$ cat src/rtl/ysyx_210544_clint_bridge.sv
// rtl/ysyx_210544_clint_bridge.sv - LSU-to-CLINT register bridge with RMW stores and timer irq
module ysyx_210544_clint_bridge #(
  parameter logic [63:0] MTIME_ADDR    = 64'h0200_BFF8,
  parameter logic [63:0] MTIMECMP_ADDR = 64'h0200_4000
) (
  input  logic        clk,
  input  logic        rst,
  input  logic        i_req_valid,
  output logic        o_req_ready,
  input  logic [63:0] i_req_addr,
  input  logic        i_req_wen,
  input  logic [1:0]  i_req_size,
  input  logic [63:0] i_req_wdata,
  output logic        o_resp_valid,
  input  logic        i_resp_ready,
  output logic [63:0] o_resp_rdata,
  output logic        o_resp_err,
  output logic [63:0] o_clint_addr,
  output logic        o_clint_ren,
  input  logic [63:0] i_clint_rdata,
  output logic        o_clint_wen,
  output logic [63:0] o_clint_wdata,
  input  logic        i_clint_mtime_overflow,
  output logic        o_timer_irq
);

  typedef enum logic [1:0] {S_IDLE, S_READ, S_WRITE, S_RESP} state_t;

  state_t      state_q, state_d;
  logic [63:0] base_q;
  logic [2:0]  off_q;
  logic        wen_q;
  logic [1:0]  size_q;
  logic [63:0] wdata_q;
  logic [63:0] old_q;
  logic        err_q;
  logic        irq_q;

  logic [63:0] req_base;
  logic        req_bad_addr;
  logic        req_misalign;
  logic        req_err;
  logic        req_fire;
  logic [63:0] lane_mask;
  logic [5:0]  lane_shift;
  logic [63:0] merged_wdata;

  assign req_base     = {i_req_addr[63:3], 3'b000};
  assign req_bad_addr = (req_base != MTIME_ADDR) && (req_base != MTIMECMP_ADDR);
  assign req_err      = req_bad_addr || req_misalign;
  assign req_fire     = i_req_valid && (state_q == S_IDLE);

  // Natural alignment: the offset must be a multiple of the access size.
  always_comb begin
    req_misalign = 1'b0;
    case (i_req_size)
      2'd0:    req_misalign = 1'b0;
      2'd1:    req_misalign = i_req_addr[0];
      2'd2:    req_misalign = |i_req_addr[1:0];
      default: req_misalign = |i_req_addr[2:0];
    endcase
  end

  // Byte-lane mask of the latched access size, right-aligned.
  always_comb begin
    lane_mask = 64'hFFFF_FFFF_FFFF_FFFF;
    case (size_q)
      2'd0:    lane_mask = 64'h0000_0000_0000_00FF;
      2'd1:    lane_mask = 64'h0000_0000_0000_FFFF;
      2'd2:    lane_mask = 64'h0000_0000_FFFF_FFFF;
      default: lane_mask = 64'hFFFF_FFFF_FFFF_FFFF;
    endcase
  end

  assign lane_shift = {off_q, 3'b000};

  // Full doubleword stores bypass the merge; partial ones splice into the old value.
  assign merged_wdata = (size_q == 2'd3) ? wdata_q
                      : ((old_q & ~(lane_mask << lane_shift)) |
                         ((wdata_q & lane_mask) << lane_shift));

  // Next-state and strobe decode; strobes and address are only live in READ/WRITE.
  always_comb begin
    state_d       = state_q;
    o_req_ready   = 1'b0;
    o_resp_valid  = 1'b0;
    o_clint_ren   = 1'b0;
    o_clint_wen   = 1'b0;
    o_clint_addr  = 64'd0;
    o_clint_wdata = 64'd0;
    case (state_q)
      S_IDLE: begin
        o_req_ready = 1'b1;
        if (i_req_valid) begin
          if (req_err)                          state_d = S_RESP;
          else if (i_req_wen && i_req_size == 2'd3) state_d = S_WRITE;
          else                                  state_d = S_READ;
        end
      end
      S_READ: begin
        o_clint_ren  = 1'b1;
        o_clint_addr = base_q;
        state_d      = wen_q ? S_WRITE : S_RESP;
      end
      S_WRITE: begin
        o_clint_wen   = 1'b1;
        o_clint_addr  = base_q;
        o_clint_wdata = merged_wdata;
        state_d       = S_RESP;
      end
      default: begin
        o_resp_valid = 1'b1;
        if (i_resp_ready) state_d = S_IDLE;
      end
    endcase
  end

  // Response payload is derived from held state, so it stays stable while stalled.
  assign o_resp_err   = (state_q == S_RESP) && err_q;
  assign o_resp_rdata = ((state_q == S_RESP) && !err_q && !wen_q)
                      ? ((old_q >> lane_shift) & lane_mask) : 64'd0;
  assign o_timer_irq  = irq_q;

  // State register plus request latch; reset drops any in-flight request.
  always_ff @(posedge clk) begin
    if (rst) begin
      state_q <= S_IDLE;
      base_q  <= 64'd0;
      off_q   <= 3'd0;
      wen_q   <= 1'b0;
      size_q  <= 2'd0;
      wdata_q <= 64'd0;
      old_q   <= 64'd0;
      err_q   <= 1'b0;
    end else begin
      state_q <= state_d;
      if (req_fire) begin
        base_q  <= req_base;
        off_q   <= i_req_addr[2:0];
        wen_q   <= i_req_wen;
        size_q  <= i_req_size;
        wdata_q <= i_req_wdata;
        err_q   <= req_err;
        old_q   <= 64'd0;
      end
      if (state_q == S_READ) old_q <= i_clint_rdata;
    end
  end

  // Machine timer interrupt is the overflow level delayed by one cycle.
  always_ff @(posedge clk) begin
    if (rst) irq_q <= 1'b0;
    else     irq_q <= i_clint_mtime_overflow;
  end

endmodule

$ cat config.mk
export PLATFORM = sky130hd
export DESIGN_NAME = ysyx_210544_clint_bridge
export DESIGN_NICKNAME = d
export VERILOG_FILES = /design/src/rtl/ysyx_210544_clint_bridge.sv
export SDC_FILE = /design/constraint.sdc
export NUM_CORES = 1
export LEC_CHECK = 0
export ABC_AREA = 1
export BUFFER_PORTS_ARGS = -buffer_cell sky130_fd_sc_hd__buf_2
export CAP_MARGIN = 25
export CORE_MARGIN = 4
export CORE_UTILIZATION = 56
export CTS_CLUSTER_SIZE = 10
export DETAILED_ROUTE_END_ITERATION = 6
export GPL_TIMING_DRIVEN = 0
export HOLD_SLACK_MARGIN = 0.02
export PLACE_DENSITY = 0.92
export SKIP_CTS_REPAIR_TIMING = 1
export SYNTH_ARGS = -nofsm -noshare
export SYNTH_HDL_FRONTEND = slang
export SYNTH_SLANG_ARGS = --single-unit
$ cat constraint.sdc
create_clock -name clk -period 3.7 [get_ports clk]
set_input_delay 1.11 -clock clk [delete_from_list [all_inputs] [get_ports clk]]
set_output_delay 1.11 -clock clk [all_outputs]
set_load 0.01 [all_outputs]
==> impl_metrics.yaml <==
detailed_routing:
  antenna_left: 0
  drc: 20
  wl_per_cell_um: 22.20
  viasPerCell: 6.161
  drt-total-wl_um: 60780
  drtPass1Iterations: 7
  drt_iter0_drc: 2464
  via_count: 16870
synth:
  ys_seq_elements: 199
  synth_edf_count: 0
  yosys-top-cells-area: "dfxtp_1 (33%), nand2_1 (13%), o21ai_0 (12%), nor2_1 (11%), a21oi_1 (8.2%)"
  post-synth-top-area-cell: "dfxtp_1"
  ys_types: 33
  synth_common_cells: "nand2_1 (434), nor2_1 (340), o21ai_0 (281)"
  synth.most_common_cell: "nand2_1"
  synth_warnings: 0
  synth_flop_cell: "dfxtp_1"
  async_flop_share_pct: 0
  syn_area_um2: 12120
  netlist_instances: 2032
  ys_seq_area_share_pct: 32.88
  post-synth-top-area-fraction_pct: 32.88
  avgSynthCellArea_um2: 5.964
sta:
  finalSetupViolCount: 5
  setup_tns_ns: -0.1017
  max_freq_ghz: 0.2644
  min_period_ns: 3.782
  finalHoldViolations: 0
  drv_slew: 0
  whs_ns: 0.4685
  worst_slack_ns: -0.08214
  max-slew-margin-rel_pct: 30.08
  skew_ns: 0.01185
  grt_setup_unrepaired: "true"
  finalCritPeriodShare_pct: 102.2
  tightest_slew_ns: 1.049
global_route:
  grt_antenna_before_repair: 2
  grt_usage_pct: 47.97
  grt_max_degree: 22
  grt_first_pass_wirelength_um: 89470
  grt_pass1_vias: 16070
  grt-ovfl-total: 0
min_path:
  min-delay-start: "wdata_q[42]"
  min_path_type: "flop to flop"
  whs_path_depth: 2
  hold_end: "wdata_q[42]"
pwr:
  switchingPower_mw: 5.210
  leakagePower_nw: 7.220
  p_comb_share_pct: 49.7
  clockPowerShare_pct: 19.1
  switching_share_pct: 50.87
  pwr-share-seq_pct: 31.2
  p_int_mw: 5.032
  ir_worst_vdd_uv: 420.2
  power_per_cell_area_nw_per_um2: 674.0
clock_tree:
  path_clk_slew_ns: 0.08
  clock_path_buffers: 2
  cts_inserted_buffers: 17
  clock_sinks: 199
  cts_tree: "built"
  cts_max_level: 4
  cts_root_buf: "clkbuf_16"
  clk_latency_ns: 0.46
critical_path:
  critPathCaptureType: "output pin"
  critPathMaxStageDelay_ns: 0.54
  critPathSlowestCell: "o21ai_0"
  crit_path_cell_trace: "buf_4 > clkbuf_4 > buf_2 > o21ai_0 > o21ai_0 > a211oi_1 > buf_2"
  crit_path_start: "off_q[0]"
  reg2reg_depth: 7
  reg2reg_to: "old_q[29]"
  rrSetupSlack_ns: 1.03
  timing.critical_path.buf_inv: 4
  cp.arrival_ns: 2.67
  cp.required_ns: 2.59
  cp_max_fo: 10
  worstSetupPathType: "flop to output pin"
  reg2reg_from: "state_q[0]"
  cp_top_family: "compound AO/OA/AOI/OAI gates"
  startpoint_type: "flop"
die:
  placementRows: 53
  fp.dieArea_um2: 24060
  start_util_pct: 57.28
  die_w_um: 155.1
  core_um2: 21150
  die_h_um: 155.1
  ios: 398
run_status:
  violations: "design-rule violations, negative setup slack"
  status: "finished with violations"
placement:
  port_buffers: 393
  gp_congestion: 1.138
  placed_area_um2: 14440
  dp_cells: 2702
  dp_hpwl_um: 48730
finish:
  area_delta_synth_final_pct: 25.41
  final_area_um2: 15200
  fin_nets: 2655
  final_cells: 2738
  n_antenna_cell: 0
  drive_above_1_share_pct: 21.03
  utilization_pct: 71.84
flow_run:
  drv_cap: 0
worst register-to-register path, cell delays in order, from the launching register on:
cell and delay [ns]:
dfxtp_2 0.38, inv_1 0.07, ha_1 0.27, nand2_1 0.33
clkbuf_1 0.80, clkbuf_1 0.41, nand3_1 0.14, a21oi_1 0.18
metrics by stage:
stage	setup WS, ns	power [mW]
after floorplan	0.9478	5.976
after global placement	0.2650	7.802
after detailed placement	0.1673	7.917
after CTS	-0.3181	9.842
after global routing	-0.01688	10.63
final	-0.08214	10.24
logic make-up (layout without fill, tap and decap cells):
kind of cell	after synthesis	count (layout)	share of synthesized area, %
flip-flops	199	199	32.88
AND/OR/NAND/NOR	907	907	29.59
buffers and inverters	330	759	10.83
other	1	3	0.03095
AO/OA/AOI/OAI	581	581	25.41
multiplexers	9	9	0.7434
adder cells (fa/ha/maj)	5	5	0.5163
registers in the layout, indices dropped and copies added (netlist names):
name / cells
old_q: 64
wdata_q: 64
base_q: 61
off_q: 3
size_q: 2
state_q: 2
err_q: 1
o_timer_irq: 1
wen_q: 1
layout make-up:
type                    instances  area (µm²)
fillers                      1823        5957
flip-flops and latches        199        3988
clock buffers                  18       439.2
repair buffers                397        1997
inverters                     169       644.4
multi-input cells            1505        6914
clock inverters                14       170.2
well taps                     275       344.1
plain buffers                 161       700.7
metal layers:
metal | track usage, % | share of wire [%] | routed length, µm | vias up
met5 | 0 | 0.028 | 17 | -
met4 | 33.85 | 8.9 | 5406 | 2
met1 | 56.26 | 34 | 20660 | 7552
li1 | - | - | - | 7466
met2 | 76.19 | 43 | 26410 | 1461
met3 | 12.60 | 14 | 8290 | 387
worst max path at each step:
stage	to	slack [ns]	depth (start not counted)
final	o_resp_rdata[0]	-0.08	7
after global routing	o_clint_wdata[45]	-0.02	9
after global placement	o_clint_wdata[15]	0.27	7
after CTS	o_resp_rdata[19]	-0.32	9
after detailed placement	o_resp_rdata[19]	0.17	9
after floorplan	o_resp_rdata[16]	0.95	8
cells in the final DEF, fill, tap and decap left out, types with 3 or more instances in the layout:
cell        netlist  layout
inv_8             0       3
nor3_1            9       9
nor2_1          340     335
a211oi_1         17      13
a221oi_1          7       7
a22oi_1           4       4
nor2_2            2       5
a21oi_2           0       3
conb_1            1       3
buf_2            33     422
o22ai_1          28      24
clkbuf_16         0      17
clkinvlp_4        0       3
nand3_1         116     116
dfxtp_1         199     196
buf_1            16      13
inv_1           160     159
nand2_2           3       4
clkinv_8          0       5
nand2_1         434     433
inv_2             5       5
a211oi_2          0       4
buf_4             8      13
clkbuf_1        104      95
nor2_4            1       3
o22ai_2           0       4
mux2i_1           9       9
o21ai_0         281     268
a31oi_1           9       9
dfxtp_2           0       3
ha_1              5       5
clkbuf_4          0       3
o211ai_1         13      13
clkbuf_2          0      12
a21oi_1         199     196
o21ai_1          19      31
power groups by stage:
| stage | clock network (mW) | registers (mW) | logic (mW) |
|---|---|---|---|
| final | 1.96 | 3.20 | 5.09 |
| after global routing | 2.02 | 3.21 | 5.41 |
| after CTS | 1.94 | 3.14 | 4.76 |
| after detailed placement | 0 | 3.18 | 4.74 |
| after global placement | 0 | 3.16 | 4.64 |
| after floorplan | 0 | 2.96 | 3.02 |
No activity file was read; power rests on OpenSTA's default activity.
